[src/rtl/custom_instr_pkg.sv]
// Shared definitions for the custom execution-unit issue path: unit opcodes,
// the opcode-to-unit table and the issue controller state type.
package custom_instr_pkg;

    localparam int MAX_UNITS = 4;

    // Units live in the RISC-V custom-0..3 major opcode slots.
    localparam logic [6:0] OPCODE_CNTB    = 7'h0B;
    localparam logic [6:0] OPCODE_CUSTOM1 = 7'h2B;
    localparam logic [6:0] OPCODE_CUSTOM2 = 7'h5B;
    localparam logic [6:0] OPCODE_CUSTOM3 = 7'h7B;

    localparam logic [6:0] UNIT_OPCODE [MAX_UNITS] = '{
        OPCODE_CNTB, OPCODE_CUSTOM1, OPCODE_CUSTOM2, OPCODE_CUSTOM3
    };

    typedef enum logic [1:0] {
        ST_IDLE   = 2'd0,
        ST_BUSY   = 2'd1,
        ST_RESULT = 2'd2
    } ctrl_state_e;

endpackage

[src/rtl/custom_ctrl_watchdog.sv]
// Busy-cycle watchdog: 8-bit up-counter with clear/enable; flags the cycle in
// which the TIMEOUT_CYCLES-th consecutive enabled cycle is reached.
module custom_ctrl_watchdog #(
    parameter int TIMEOUT_CYCLES = 64
) (
    input  logic clk_i,
    input  logic rst_ni,
    input  logic clear_i,
    input  logic enable_i,
    output logic timeout_o
);

    logic [7:0] count_q, count_d;

    // The clearing cycle itself is counted, so count_q equals the number of
    // enabled cycles already elapsed since the clear.
    always_comb begin
        count_d = count_q;
        if (clear_i) begin
            count_d = {7'd0, enable_i};
        end else if (enable_i) begin
            count_d = count_q + 8'd1;
        end
    end

    always_ff @(posedge clk_i or negedge rst_ni) begin
        if (!rst_ni) begin
            count_q <= 8'd0;
        end else begin
            count_q <= count_d;
        end
    end

    assign timeout_o = enable_i & ~clear_i & (count_q == 8'(TIMEOUT_CYCLES - 1));

endmodule

[src/rtl/custom_issue_ctrl.sv]
// Issue controller between the X-IF issue/result channels and a bank of custom
// execution units: decode, dispatch, watchdog supervision and result return.
module custom_issue_ctrl
    import custom_instr_pkg::*;
#(
    parameter int NUM_UNITS      = 2,
    parameter int ID_WIDTH       = 4,
    parameter int TIMEOUT_CYCLES = 64
) (
    input  logic                    clk_i,
    input  logic                    rst_ni,
    input  logic                    issue_valid_i,
    output logic                    issue_ready_o,
    input  logic [31:0]             issue_instr_i,
    input  logic [31:0]             issue_rs0_i,
    input  logic [31:0]             issue_rs1_i,
    input  logic [ID_WIDTH-1:0]     issue_id_i,
    output logic                    issue_accept_o,
    output logic                    issue_writeback_o,
    input  logic                    kill_i,
    output logic [NUM_UNITS-1:0]    unit_start_o,
    output logic [NUM_UNITS-1:0]    unit_abort_o,
    output logic [31:0]             unit_rs0_o,
    output logic [31:0]             unit_rs1_o,
    input  logic [NUM_UNITS-1:0]    unit_done_i,
    input  logic [NUM_UNITS*32-1:0] unit_result_i,
    output logic                    result_valid_o,
    input  logic                    result_ready_i,
    output logic [ID_WIDTH-1:0]     result_id_o,
    output logic [4:0]              result_rd_o,
    output logic [31:0]             result_data_o,
    output logic                    result_err_o
);

    localparam int SEL_W = (NUM_UNITS > 1) ? $clog2(NUM_UNITS) : 1;

    ctrl_state_e         state_q, state_d;
    logic [SEL_W-1:0]    sel_q, sel_d, dec_sel;
    logic                first_q, first_d;
    logic [31:0]         rs0_q, rs0_d, rs1_q, rs1_d;
    logic [ID_WIDTH-1:0] id_q, id_d;
    logic [4:0]          rd_q, rd_d;
    logic [31:0]         data_q, data_d;
    logic                err_q, err_d;

    logic                dec_match;
    logic                issue_hs;
    logic                done_sel;
    logic                wd_timeout;
    logic [NUM_UNITS-1:0] sel_oh;
    logic [31:0]         sel_result;
    logic                unused_instr;

    // Lowest-indexed unit wins if two table entries share an opcode.
    always_comb begin
        dec_match = 1'b0;
        dec_sel   = '0;
        for (int k = NUM_UNITS - 1; k >= 0; k--) begin
            if (issue_instr_i[6:0] == UNIT_OPCODE[k]) begin
                dec_match = 1'b1;
                dec_sel   = SEL_W'(k);
            end
        end
    end

    assign issue_accept_o    = dec_match;
    assign issue_writeback_o = dec_match & (|issue_instr_i[11:7]);
    assign unused_instr      = ^issue_instr_i[31:12];

    assign issue_hs   = issue_valid_i & issue_ready_o;
    assign sel_oh     = NUM_UNITS'(1) << sel_q;
    assign sel_result = unit_result_i[32'(sel_q) * 32 +: 32];
    // Done in the start cycle belongs to nothing we dispatched.
    assign done_sel   = (state_q == ST_BUSY) & ~first_q & unit_done_i[sel_q];

    custom_ctrl_watchdog #(
        .TIMEOUT_CYCLES(TIMEOUT_CYCLES)
    ) u_watchdog (
        .clk_i     (clk_i),
        .rst_ni    (rst_ni),
        .clear_i   ((state_q == ST_BUSY) & first_q),
        .enable_i  (state_q == ST_BUSY),
        .timeout_o (wd_timeout)
    );

    always_ff @(posedge clk_i or negedge rst_ni) begin
        if (!rst_ni) begin
            state_q <= ST_IDLE;
            sel_q   <= '0;
            first_q <= 1'b0;
            rs0_q   <= 32'd0;
            rs1_q   <= 32'd0;
            id_q    <= '0;
            rd_q    <= 5'd0;
            data_q  <= 32'd0;
            err_q   <= 1'b0;
        end else begin
            state_q <= state_d;
            sel_q   <= sel_d;
            first_q <= first_d;
            rs0_q   <= rs0_d;
            rs1_q   <= rs1_d;
            id_q    <= id_d;
            rd_q    <= rd_d;
            data_q  <= data_d;
            err_q   <= err_d;
        end
    end

    // kill_i outranks done, timeout and the result handshake.
    always_comb begin
        state_d = state_q;
        case (state_q)
            ST_IDLE: begin
                if (issue_hs & dec_match) state_d = ST_BUSY;
            end
            ST_BUSY: begin
                if (kill_i)                       state_d = ST_IDLE;
                else if (done_sel | wd_timeout)   state_d = ST_RESULT;
            end
            ST_RESULT: begin
                if (kill_i | result_ready_i)      state_d = ST_IDLE;
            end
            default: state_d = ST_IDLE;
        endcase
    end

    always_comb begin
        sel_d   = sel_q;
        first_d = 1'b0;
        rs0_d   = rs0_q;
        rs1_d   = rs1_q;
        id_d    = id_q;
        rd_d    = rd_q;
        data_d  = data_q;
        err_d   = err_q;
        if ((state_q == ST_IDLE) && issue_hs && dec_match) begin
            sel_d   = dec_sel;
            first_d = 1'b1;
            rs0_d   = issue_rs0_i;
            rs1_d   = issue_rs1_i;
            id_d    = issue_id_i;
            rd_d    = issue_instr_i[11:7];
        end
        if ((state_q == ST_BUSY) && !kill_i) begin
            if (done_sel) begin
                data_d = sel_result;
                err_d  = 1'b0;
            end else if (wd_timeout) begin
                data_d = 32'd0;
                err_d  = 1'b1;
            end
        end
    end

    always_comb begin
        issue_ready_o = (state_q == ST_IDLE) & ~kill_i;
        unit_start_o  = '0;
        unit_abort_o  = '0;
        if (state_q == ST_BUSY) begin
            if (first_q) unit_start_o = sel_oh;
            if (kill_i | (wd_timeout & ~done_sel)) unit_abort_o = sel_oh;
        end
    end

    assign result_valid_o = (state_q == ST_RESULT);
    assign result_id_o    = id_q;
    assign result_rd_o    = rd_q;
    assign result_data_o  = data_q;
    assign result_err_o   = err_q;
    assign unit_rs0_o     = rs0_q;
    assign unit_rs1_o     = rs1_q;

endmodule
[config.mk]
export PLATFORM = sky130hd
export DESIGN_NAME = custom_issue_ctrl
export DESIGN_NICKNAME = d
export VERILOG_FILES = /design/src/rtl/custom_instr_pkg.sv /design/src/rtl/custom_ctrl_watchdog.sv /design/src/rtl/custom_issue_ctrl.sv
export SDC_FILE = /design/constraint.sdc
export NUM_CORES = 1
export LEC_CHECK = 0
export BUFFER_PORTS_ARGS = -buffer_cell sky130_fd_sc_hd__buf_2
export CAP_MARGIN = 40
export CORE_MARGIN = 4
export CORE_UTILIZATION = 48
export DETAILED_ROUTE_END_ITERATION = 10
export PLACE_DENSITY = 0.95
export SETUP_SLACK_MARGIN = 0.15
export SLEW_MARGIN = 5
export SYNTH_ARGS = -nofsm -noshare
export SYNTH_HDL_FRONTEND = slang
export SYNTH_SLANG_ARGS = --single-unit
export TNS_END_PERCENT = 1
[constraint.sdc]
create_clock -name clk_i -period 4.97 [get_ports clk_i]
set_input_delay 0.994 -clock clk_i [delete_from_list [all_inputs] [get_ports clk_i]]
set_output_delay 0.994 -clock clk_i [all_outputs]
set_load 0.03 [all_outputs]
### Yosys cells after proc, flatten, opt, wreduce, memory -nomap -nowiden

Index checks and enable logic that the tools add are counted.

| cells by class | value |
|---|---|
| $add $sub $neg | 1 |
| multipliers | 0 |
| divide/modulo/power cells | 0 |
| magnitude comparators | 1 |
| eq/ne operators | 8 |
| shift operators | 2 |
| mux-type cells | 21 |
| bitwise logic cells | 17 |
| reduce and logical (&&, ||, !) cells | 10 |

Operator list:

| cell | count |
|---|---|
| $mux W32 | 2 |
| $shiftx A64 B7 Y32 | 1 |
| $mux W2 | 8 |
| $mux W8 | 2 |
| $and A1 B1 Y1 | 10 |
| $add A8 B1 Y8 const B | 1 |
| $eq A8 B6 Y1 const B | 1 |
| $mux W1 | 8 |
| $eq A7 B4 Y1 const B | 1 |
| $eq A7 B6 Y1 const B | 1 |
| $pmux W2 S3 | 1 |
| $reduce_or A5 Y1 | 1 |
| $not A1 Y1 | 4 |
| $reduce_bool A2 Y1 | 2 |
| $logic_and A1 B1 Y1 | 3 |
| $ne A3 B3 Y1 const B | 1 |
| $or A1 B1 Y1 | 3 |
| $reduce_and A3 Y1 | 1 |
| $eq A2 B1 Y1 const B | 1 |
| $eq A2 B2 Y1 const B | 1 |
| $logic_not A2 Y1 | 1 |
| $lt A1 B2 Y1 const B | 1 |
| $ne A2 B1 Y1 const B | 1 |
| $ne A2 B2 Y1 const B | 1 |
| 3 further kinds | 3 |

| word-level totals | value |
|---|---|
| bits in registers | 118 |
| latch bits | 0 |
| memory bits (writable) | 0 |
| ROM bits | 0 |
| output and inout port bits | 114 |
| logic and storage cells | 70 |
| memories | 0 |

### Logic depth before layout (Yosys ltp)

Gate-level depths: netlist of run 1.

| logic depth | value |
|---|---|
| word-level depth | 9 |
| gate-level depth with buffers | 6 |
| depth with buffers taken out | 5 |

### Modules after synthesis

A second synthesis of run 1 with hierarchy kept.

| second synthesis, totals | value |
|---|---|
| cells, all modules | 368 |
| area, all modules | 5165.0 um2 |

Modules (own cells, without submodules):

| module | times used | cells each | area each (um2) | sequential area each (um2) |
|---|---|---|---|---|
| custom_issue_ctrl | 1 | 329 | 4750.8 | 2752.6 |
| custom_ctrl_watchdog | 1 | 39 | 414.1 | 200.2 |

### Least setup slack after synthesis of run 1

OpenSTA, ideal clock, no wires.

| timing | value |
|---|---|
| path kind | input to output |
| start point | input issue_instr_i[2] |
| end point | output issue_writeback_o |
| data arrival time | 1.845 ns |
| data required time | 3.976 ns |
| path slack | 2.131 ns |
| cell stages on the path | 3 |
| buffers on the path | 0 |
| cells stage by stage | nand4b_4 > nor3_4 > o21a_1 |

| on the way | value |
|---|---|
| longest elaborated chain between the ends | 4 |
| elaborated cells between the ends (all ways) | 5 |
| classes of those cells | 2 x eq/ne; 2 x mux; 1 x bitwise |

Ends and longest elaborated chain:

| element | RTL line | RTL |
|---|---|---|
| from (decl) | custom_issue_ctrl.sv:14 | `input logic [31:0] issue_instr_i,` |
| $eq A7 B6 Y1 | custom_issue_ctrl.sv:59 | `if (issue_instr_i[6:0] == UNIT_OPCODE[k]) begin` |
| $mux W1 | custom_issue_ctrl.sv:59 |  |
| $mux W1 * | custom_issue_ctrl.sv:59 |  |
| net issue_accept_o | custom_issue_ctrl.sv:18 | `output logic issue_accept_o,` |
| $and A1 B1 Y1 * | custom_issue_ctrl.sv:67 | `assign issue_writeback_o = dec_match & (\|issue_instr_i[11:7]);` |
| to (decl) | custom_issue_ctrl.sv:19 | `output logic issue_writeback_o,` |

The timed path passes the listed nets; every way through them passes the cells marked *.

### Final worst setup path of run 1

| timing | value |
|---|---|
| start point | register u_watchdog.count_q[0] |
| end point | output unit_abort_o[0] |

| on the way | value |
|---|---|
| longest elaborated chain between the ends | 6 |

Ends and longest elaborated chain:

| element | RTL line | RTL |
|---|---|---|
| from (decl) | custom_ctrl_watchdog.sv:13 | `logic [7:0] count_q, count_d;` |
| from (signal assigned) | custom_ctrl_watchdog.sv:30 | `count_q <= count_d;` |
| $eq A8 B6 Y1 | custom_ctrl_watchdog.sv:34 | `assign timeout_o = enable_i & ~clear_i & (count_q == 8'(TIMEOUT_CYCLES - 1));` |
| $and A1 B1 Y1 | custom_ctrl_watchdog.sv:34 |  |
| $and A1 B1 Y1 | custom_issue_ctrl.sv:162 | `if (kill_i \| (wd_timeout & ~done_sel)) unit_abort_o = sel_oh;` |
| $or A1 B1 Y1 | custom_issue_ctrl.sv:162 |  |
| $mux W2 | custom_issue_ctrl.sv:162 |  |
| $mux W2 | custom_issue_ctrl.sv:160 | `if (state_q == ST_BUSY) begin` |
| to (decl) | custom_issue_ctrl.sv:22 | `output logic [NUM_UNITS-1:0] unit_abort_o,` |

No other way between the ends.

==> results.toml, run 1 <==
[floorplan]
initial_core_util = 0.495
rows = 37
io_pins = 285
die_y_um = 111
dieArea_um2 = 12400
core_um2 = 10300
die_x_um = 111

[critical_path]
cp_max_fo = 5
crit_arrival_ns = 2.25
crit_path_cell_trace = "ha_1, nand3_1, nor4_4, a21oi_1, nor3_1, buf_2"
worstSetupPathType = "reg -> out"
max_stage_delay_ns = 0.41
path_buf_inv = 1
cp-start-kind = "flip-flop"
rr_worst_depth = 4
timing.rr.start = "state_q[0]$_DFFE_PN0P_"
r2r_end = "unit_rs1_o[4]$_DFFE_PN0P_"
crit_required_ns = 3.98
end_kind = "primary output"
crit_slowest_cell = "dfrtp_1"
reg2reg_slack_ns = 2.53
cp_top_family = "simple AND/OR/NAND/NOR gates"

[logic_synthesis]
yosys.area_share.simple = 0.0495
ys_seq_elements = 118
synth_edf_count = 0
synth.area.mux_share = 0.258
avgSynthCellArea_um2 = 14.8
synth_top_cell_by_area = "dfrtp_1"
synth_adder_area_share = 0.00245
synth_fp_nets = 516
synthTopCellsByArea = "dfrtp_1 (58%), mux2_4 (11%), mux2_2 (8.2%), mux2i_1 (6.5%), o2bb2ai_1 (5.5%)"
synth.distinct_cells = 36
ys_warn_count = 0
async_reset_ff_frac = 1.00
syn_inst = 344
ys.flop_type = "dfrtp_1"
yosysSeqAreaShare = 0.578
synth_most_common_cell = "dfrtp_1"
synth_area_um2 = 5110
synth_xor_area_frac = 0.00343
synth_top_area_frac = 0.578
synth_top_family_by_area = "multiplexers"
synth_compound_area_frac = 0.0782
synth_commonest_cells = "dfrtp_1 (118), mux2_4 (38), mux2_2 (37), mux2i_1 (33), o2bb2ai_1 (32)"

[global_route]
overflow = 0
grt_pass1_wl_um = 22300
grt.total_usage = 0.225
grt_max_degree = 68
grt_pass1_vias = 4443
antenna_found_initial = 0

[routing]
topRoutingLayerUsed = "met4"
met1_length_um = 5080
routed_wl_um = 13600
drtAntennaViolNets = 0
drc_errors = 0
dr_wl_met2_um = 7060
routed_via_density = 5.17
vias = 3930
routedWlPerCell_um = 17.9
drt-initial-drc-count = 216
drt_pass1_iterations = 4
wl_met3_um = 1260

[clock_tree]
cts.sinks = 118
clockBufferDepth = 2
post_cts_buffers = 0
cts_htree_levels = 4
clk_pin_slew_ns = 0.05
ctsHoldBuffers = 0
numCtsBuffers = 17
clock_latency_ns = 0.50
cts_tree = "done"
cts_resized = 0
cts-root-buf = "clkbuf_8"

[sta]
finalCriticalPeriod_ns = 3.24
worst_pin_slew_ns = 0.822
holdWs_ns = 0.482
rsz0062_at_grt = "no"
slew_violations = 0
timing.final.ws_setup_ns = 1.73
fmax_mhz = 309
maxSlewHeadroom = 0.452
fin_crit_sh = 0.652
finalSetupTns_ns = 0
finalSetupViolations = 0
finClkSkew_ns = 0.0138
finalHoldViolCount = 0

[layout]
diodes = 0
area_growth_pct = 39.9
regArea_um2 = 2950
multiInputGateArea_um2 = 2010
fin_nets = 784
n_fill_cell = 701
drive_gt1_frac = 0.611

[worst_hold_path]
hold_path_end = "result_data_o[6]$_DFFE_PN0P_"
hold_depth = 1
min_path_type = "reg -> reg"
min-delay-start = "result_data_o[6]$_DFFE_PN0P_"

[flow_run]
drv_cap = 0

[placed_design]
place_hpwl_um = 10300
pre_cts_ws_ns = 1.91
io_buffers = 264
gp_congestion = 0.850

[power_and_ir_drop]
power_density_nw_per_um2 = 380
irDropWorstVdd_mv = 0.253
leakage_nw = 3.97

[status]
outcome = "finished, final reports clean"
## cell type report
type,count,area share
clock buffers,23,0.0667
well taps,136,0.0238
clock inverters,8,0.0203
flip-flops and latches,118,0.413
repair buffers,269,0.193
inverters,3,0.00158
multi-input cells,203,0.281
## stage by stage
| step | instances | total power, mW | cell area (um2) | util |
|---|---|---|---|---|
| 2_1_floorplan | 344 | 1.29 | 5110 | - |
| 3_3_place_gp | 727 | 1.45 | 6490 | 0.629 |
| 3_5_place_dp | 729 | 1.47 | 6520 | 0.632 |
| 4_1_cts | 760 | 2.75 | 7150 | 0.692 |
| 5_1_grt | 760 | 2.83 | 7150 | 0.692 |
| 6_report | 760 | 2.72 | 7150 | 0.692 |
## layer usage
| layer | vias up | GRT usage |
|---|---|---|
| met5 | - | 0 |
| met4 | 0 | 0.0681 |
| met3 | 19 | 0.0966 |
| met2 | 194 | 0.394 |
| met1 | 1908 | 0.248 |
| li1 | 1809 | - |
## worst max path at each step
stage	start	endpoint	cells past startpoint
2_1_floorplan	issue_instr_i[2]	issue_writeback_o	3
3_3_place_gp	issue_instr_i[2]	unit_rs1_o[4]$_DFFE_PN0P_	6
3_5_place_dp	issue_instr_i[2]	unit_rs1_o[4]$_DFFE_PN0P_	6
4_1_cts	u_watchdog.count_q[0]$_DFFE_PN0P_	unit_abort_o[0]	6
5_1_grt	u_watchdog.count_q[0]$_DFFE_PN0P_	unit_abort_o[0]	6
6_report	u_watchdog.count_q[0]$_DFFE_PN0P_	unit_abort_o[0]	6
## registers in the layout (all words and copies together), names as in the netlist
name                flops
first_q                 1
result_data_o          32
result_err_o            1
result_id_o             4
result_rd_o             5
sel_q                   1
state_q                 2
u_watchdog.count_q      8
unit_rs0_o             32
unit_rs1_o             32
## placed cells by master, fill, tap and decap left out, types with 2 or more instances in the layout
master,instances
xnor2_1,2
nor2_1,6
clkbuf_1,2
nand2_1,11
nor3_1,4
clkbuf_8,5
and3_1,2
a21oi_1,8
clkinvlp_4,2
o21ai_0,6
buf_2,263
clkbuf_16,16
inv_1,3
dfrtp_1,117
nor3_2,2
bufinv_16,4
mux2_2,37
mux2i_1,33
nand3_1,5
o41ai_1,2
buf_4,4
o2bb2ai_1,32
clkinv_2,2
mux2_4,38
## kinds of logic (layout without fill, tap and decap cells)
kind of cell / Yosys count / in the layout
simple gates: 40 / 40
buf+inv: 23 / 303
mux: 108 / 108
fa+ha+maj: 1 / 1
xor+xnor: 2 / 2
compound gates: 52 / 52
flops: 118 / 118
## power by group
| part | total (mW) | switching (mW) | leakage, nW | internal [mW] |
|---|---|---|---|---|
| sequential | 1.06 | 0.0361 | 1.59 | 1.02 |
| combinational | 0.389 | 0.228 | 2.08 | 0.160 |
| clock | 1.27 | 0.407 | 0.300 | 0.863 |
| total | 2.72 | 0.671 | 3.97 | 2.05 |
(Power assumes the default switching activity.)
==> run 2: changes to the inputs <==
--- a/config.mk
+++ b/config.mk
@@ -5,12 +5,13 @@
 export SDC_FILE = /design/constraint.sdc
 export NUM_CORES = 1
 export LEC_CHECK = 0
+export ABC_AREA = 1
 export BUFFER_PORTS_ARGS = -buffer_cell sky130_fd_sc_hd__buf_2
 export CAP_MARGIN = 40
 export CORE_MARGIN = 4
-export CORE_UTILIZATION = 48
+export CORE_UTILIZATION = 45
 export DETAILED_ROUTE_END_ITERATION = 10
-export PLACE_DENSITY = 0.95
+export PLACE_DENSITY = 0.93
 export SETUP_SLACK_MARGIN = 0.15
 export SLEW_MARGIN = 5
 export SYNTH_ARGS = -nofsm -noshare
==> constraint.sdc (replaced) <==
create_clock -name clk_i -period 3.39 [get_ports clk_i]
set_input_delay 0.678 -clock clk_i [delete_from_list [all_inputs] [get_ports clk_i]]
set_output_delay 0.678 -clock clk_i [all_outputs]
set_load 0.03 [all_outputs]
==> results.toml, run 2 <==
[power_and_ir_drop]
p_int_mw = 2.86
power_frac_clock = 0.443
switching_share = 0.289
power_density_nw_per_um2 = 562
p_sw_mw = 1.17
leakage_nw = 4.51
seq_power_share = 0.392
p_comb_frac = 0.165
irDropWorstVdd_mv = 0.335

[global_route]
grt_pass1_vias = 4869
grt_max_degree = 70
grt.total_usage = 0.222
overflow = 0
antenna_found_initial = 0
grt_pass1_wl_um = 23200

[placed_design]
pre_cts_ws_ns = 1.13
io_buffers = 264
place_hpwl_um = 10700
gp_congestion = 0.858

[logic_synthesis]
synth_fp_nets = 826
avgSynthCellArea_um2 = 7.86
synth_area_um2 = 5140
syn_inst = 654
synthTopCellsByArea = "dfrtp_1 (57%), nand2_1 (30%), nand3_1 (3.7%), buf_2 (1.7%), buf_4 (1.2%)"
yosysSeqAreaShare = 0.574
synth.distinct_cells = 23
synth_edf_count = 0
ys.flop_type = "dfrtp_1"
synth_top_cell_by_area = "dfrtp_1"
ys_warn_count = 0
async_reset_ff_frac = 1.00
synth_top_area_frac = 0.574
synth_most_common_cell = "nand2_1"
synth_commonest_cells = "nand2_1 (404), dfrtp_1 (118), nand3_1 (38), buf_2 (17), inv_1 (16)"
ys_seq_elements = 118

[clock_tree]
cts.sinks = 118
cts_resized = 0
post_cts_buffers = 0
ctsHoldBuffers = 0
numCtsBuffers = 17
clockBufferDepth = 2
clk_pin_slew_ns = 0.06
cts-root-buf = "clkbuf_16"
cts_tree = "done"
cts_htree_levels = 4
clock_latency_ns = 0.40

[critical_path]
cp_max_fo = 5
cp-start-kind = "flip-flop"
rr_worst_depth = 6
r2r_end = "result_data_o[12]$_DFFE_PN0P_"
end_kind = "primary output"
cp_top_family = "simple AND/OR/NAND/NOR gates"
crit_path_cell_trace = "ha_1, nand3_1, nor2_2, nand3_1, nand2_1, nand2_1, nor2_1, buf_2"
path_buf_inv = 1
crit_arrival_ns = 1.97
crit_required_ns = 2.71
timing.rr.start = "u_watchdog.count_q[0]$_DFFE_PN0P_"
path_depth = 8
crit_slowest_cell = "dfrtp_1"
max_stage_delay_ns = 0.40
worstSetupPathType = "reg -> out"
reg2reg_slack_ns = 1.32

[layout]
final_cell_mix = "nand2_1 (404), buf_2 (263), dfrtp_1 (118)"
fin_nets = 1084
area_growth_pct = 39.5
diodes = 0
final_common_cell = "nand2_1"
n_fill_cell = 937
drive_gt1_frac = 0.338

[sta]
slew_violations = 0
finClkSkew_ns = 0.00685
fin_crit_sh = 0.781
finalSetupTns_ns = 0
worst_pin_slew_ns = 0.700
timing.final.ws_setup_ns = 0.741
finalHoldViolCount = 0
finalCriticalPeriod_ns = 2.65
finalSetupViolations = 0
fmax_mhz = 378
rsz0062_at_grt = "no"
maxSlewHeadroom = 0.533

[worst_hold_path]
min_path_type = "in -> async"

[flow_run]
drv_cap = 0

[floorplan]
io_pins = 285
dieArea_um2 = 13200
die_x_um = 115
die_y_um = 115
rows = 38
initial_core_util = 0.466
core_um2 = 11000

[routing]
drt_pass1_iterations = 5
drtAntennaViolNets = 0
routed_via_density = 4.80
routed_wl_um = 14700
drt-initial-drc-count = 445
routedWlPerCell_um = 13.8
vias = 5112
drc_errors = 0

[status]
outcome = "finished, final reports clean"
## run 2: cell count changes after synthesis, sizes merged, moves of 3 or more
cell	change
clkbuf	+3
o2bb2ai	-32
nor2	+10
nand3	+34
mux2i	-33
nand2	+394
mux2	-75
buf	+9
nor3	-6
inv	+17
## run 2: layout make-up
cell class / count / area [um2] / share of cell area
Timing Repair Buffer: 271 / 1430 / 0.200
Multi-Input combinational cell: 483 / 1930 / 0.269
Sequential cell: 118 / 2950 / 0.412
Clock buffer: 19 / 453 / 0.0632
Inverter: 21 / 78.8 / 0.0110
Tap cell: 140 / 175 / 0.0244
Clock inverter: 13 / 146 / 0.0204
## run 2: worst register-to-register path: stages (launching register included)
cell and delay (ns):
dfrtp_1 0.40, ha_1 0.24, nand3_1 0.10, nor2_2 0.20, nand3_2 0.59, nand3_1 0.31
nand2_1 0.10
## run 2: worst max-delay path by stage
stage | startpoint | to | slack [ns]
2_1_floorplan | unit_done_i[1] | unit_abort_o[0] | 1.25
3_3_place_gp | unit_done_i[1] | unit_abort_o[0] | 1.21
3_5_place_dp | unit_done_i[1] | unit_abort_o[0] | 1.13
4_1_cts | u_watchdog.count_q[0]$_DFFE_PN0P_ | unit_abort_o[0] | 0.77
5_1_grt | u_watchdog.count_q[0]$_DFFE_PN0P_ | unit_abort_o[0] | 0.57
6_report | u_watchdog.count_q[0]$_DFFE_PN0P_ | unit_abort_o[0] | 0.74
## run 2: power by group through the flow
stage               logic, mW  clock network (mW)  registers, mW
floorplan               0.174                   0           1.81
global placement        0.648                   0           1.60
detailed placement      0.666                   0           1.60
CTS                     0.670                1.82           1.58
global route            0.725                1.90           1.59
finish                  0.663                1.79           1.58
## run 2: cell families (layout without fill, tap and decap cells)
family / Yosys count / in the layout / share of synthesized area
compound gates: 17 / 17 / 0.0170
fa+ha+maj: 1 / 1 / 0.00243
buf+inv: 53 / 324 / 0.0501
flops: 118 / 118 / 0.574
simple gates: 465 / 465 / 0.356
## run 2: metal layers
| metal | vias to the layer above | global-route usage | wire length [um] |
|---|---|---|---|
| li1 | 2520 | - | - |
| met1 | 2336 | 0.270 | 5810 |
| met4 | 0 | 0.0798 | 299 |
| met5 | - | 0 | 0 |
| met3 | 26 | 0.0584 | 1030 |
| met2 | 230 | 0.381 | 7580 |
## run 2: metrics by stage
step                hold WS, ns   util  power [mW]  cell area, um2  cells
finish                    0.114  0.650        4.03            7170   1065
global route             0.0983  0.650        4.22            7170   1065
CTS                      0.0984  0.650        4.07            7170   1065
detailed placement        0.453  0.596        2.27            6570   1033
global placement          0.449  0.593        2.24            6540   1032
floorplan                 0.382      -        1.98            5140    654
==> run 3: changes to the inputs <==
--- a/config.mk
+++ b/config.mk
@@ -5,13 +5,13 @@
 export SDC_FILE = /design/constraint.sdc
 export NUM_CORES = 1
 export LEC_CHECK = 0
-export ABC_AREA = 1
+export ABC_AREA = 0
 export BUFFER_PORTS_ARGS = -buffer_cell sky130_fd_sc_hd__buf_2
 export CAP_MARGIN = 40
 export CORE_MARGIN = 4
-export CORE_UTILIZATION = 45
+export CORE_UTILIZATION = 44
 export DETAILED_ROUTE_END_ITERATION = 10
-export PLACE_DENSITY = 0.93
+export PLACE_DENSITY = 0.92
 export SETUP_SLACK_MARGIN = 0.15
 export SLEW_MARGIN = 5
 export SYNTH_ARGS = -nofsm -noshare
==> constraint.sdc (replaced) <==
create_clock -name clk_i -period 2.5 [get_ports clk_i]
set_input_delay 0.5 -clock clk_i [delete_from_list [all_inputs] [get_ports clk_i]]
set_output_delay 0.5 -clock clk_i [all_outputs]
set_load 0.03 [all_outputs]
==> results.toml, run 3 (synthesized netlist as in run 1, its figures left out) <==
[status]
outcome = "finished, final reports clean"

[layout]
diodes = 0
area_growth_pct = 41.6
regArea_um2 = 2950
final_common_cell = "buf_2"
fin_nets = 790
drive_gt1_frac = 0.615
multiInputGateArea_um2 = 2010
final_cell_mix = "buf_2 (262), dfrtp_1 (117), mux2_4 (38)"
final_core_util = 0.636
layout.cells.non_filler = 774
n_fill_cell = 825

[clock_tree]
numCtsBuffers = 17
clock_latency_ns = 0.40
cts_htree_levels = 4
clockBufferDepth = 2
cts-root-buf = "clkbuf_16"
cts_tree = "done"
clk_pin_slew_ns = 0.05
cts.sinks = 118

[critical_path]
path_depth = 6
max_stage_delay_ns = 0.35
cp_top_family = "simple AND/OR/NAND/NOR gates"
crit_slowest_cell = "dfrtp_1"
worstSetupPathType = "reg -> out"
reg2reg_slack_ns = 0.63
cp-start-kind = "flip-flop"
end_kind = "primary output"
rr_worst_depth = 4
crit_required_ns = 2.00
path_buf_inv = 1
crit_arrival_ns = 1.80
r2r_end = "unit_rs0_o[7]$_DFFE_PN0P_"
timing.rr.start = "state_q[0]$_DFFE_PN0P_"
crit_path_cell_trace = "ha_2, nand3_2, nor4_4, a21oi_1, nor3_1, buf_4"
cp_max_fo = 4

[routing]
drt-initial-drc-count = 123
vias = 3951
routedWlPerCell_um = 17.8
drtAntennaViolNets = 0
routed_wl_um = 13700
routed_via_density = 5.10
drc_errors = 0
drt_pass1_iterations = 4

[global_route]
grt_max_degree = 119
antenna_found_initial = 0
grt_pass1_wl_um = 20900
overflow = 0
grt_pass1_vias = 4263
grt.total_usage = 0.203

[sta]
finalSetupViolations = 0
finalHoldViolCount = 0
rsz0062_at_grt = "yes"
finalCriticalPeriod_ns = 2.30
fmax_mhz = 434
worst_pin_slew_ns = 0.752
fin_crit_sh = 0.921
finalSetupTns_ns = 0
finClkSkew_ns = 0.00862
maxSlewHeadroom = 0.499
slew_violations = 0

[flow_run]
drv_cap = 0

[power_and_ir_drop]
irDropWorstVdd_mv = 0.590
power_frac_clock = 0.478
p_sw_mw = 1.34
leakage_nw = 4.01
p_comb_frac = 0.141
p_int_mw = 4.17
seq_power_share = 0.382
switching_share = 0.244
power_density_nw_per_um2 = 763

[placed_design]
io_buffers = 264
gp_congestion = 0.814
post-place-cells = 739
place_hpwl_um = 10300

[worst_hold_path]
min_path_type = "in -> async"

[floorplan]
die_y_um = 116
die_x_um = 116
core_um2 = 11400
io_pins = 285
dieArea_um2 = 13400
rows = 39
initial_core_util = 0.449
==> run 3: cell count changes in the layout (fill, tap and decap cells not counted), sizes merged, moves of 6 or more <==
cell | before | now
inv | 23 | 3
mux2 | 0 | 75
mux2i | 0 | 33
nand2 | 405 | 11
nand3 | 40 | 6
nor2 | 16 | 6
nor3 | 1 | 7
o2bb2ai | 0 | 32
==> run 3: how the worst max path moves through the flow <==
stage                                        end                         startpoint
after floorplan                  unit_abort_o[0]  u_watchdog.count_q[0]$_DFFE_PN0P_
after global placement    state_q[1]$_DFFE_PN0P_                     unit_done_i[1]
after detailed placement         unit_abort_o[0]  u_watchdog.count_q[1]$_DFFE_PN0P_
after CTS                        unit_abort_o[0]  u_watchdog.count_q[1]$_DFFE_PN0P_
after global routing             unit_abort_o[0]  u_watchdog.count_q[1]$_DFFE_PN0P_
final                            unit_abort_o[0]  u_watchdog.count_q[1]$_DFFE_PN0P_
==> run 3: layout make-up <==
type | count | area share
flip-flops and latches | 118 | 0.409
multi-input cells | 203 | 0.279
repair buffers | 275 | 0.198
clock buffers | 23 | 0.0647
well taps | 143 | 0.0248
clock inverters | 9 | 0.0239
inverters | 3 | 0.00156
==> run 3: timing repair <==
item                                    CTS  global route
gates resized for setup                   3             0
buffers inserted                          3             0
pin swaps                                 1             0
gates cloned                              0             0
hold buffers                              0             0
endpoints found under the setup margin    2             2
==> run 3: power groups by stage <==
stage               logic [mW]  registers, mW  clock network (mW)
floorplan                0.211           2.36                   0
global placement         0.753           2.12                   0
detailed placement       0.777           2.13                   0
CTS                      0.787           2.10                2.68
global route             0.826           2.12                2.78
finish                   0.777           2.10                2.63
==> run 3: through the flow <==
stage                     hold WS (ns)  instance area [um2]  setup WS (ns)  total power, mW
after floorplan                  0.204                 5110          0.204             2.57
after global placement           0.467                 6540          0.204             2.88
after detailed placement         0.469                 6560          0.355             2.91
after CTS                        0.203                 7230          0.206             5.57
after global routing             0.180                 7230         0.0485             5.72
final                            0.137                 7230          0.197             5.52
==> run 3: layer usage <==
metal / track usage / wire length (um) / vias up
li1: - / - / 1813
met1: 0.218 / 5050 / 1928
met2: 0.363 / 7160 / 186
met3: 0.0705 / 1240 / 24
met4: 0.0866 / 293 / 0
met5: 0 / 0 / -
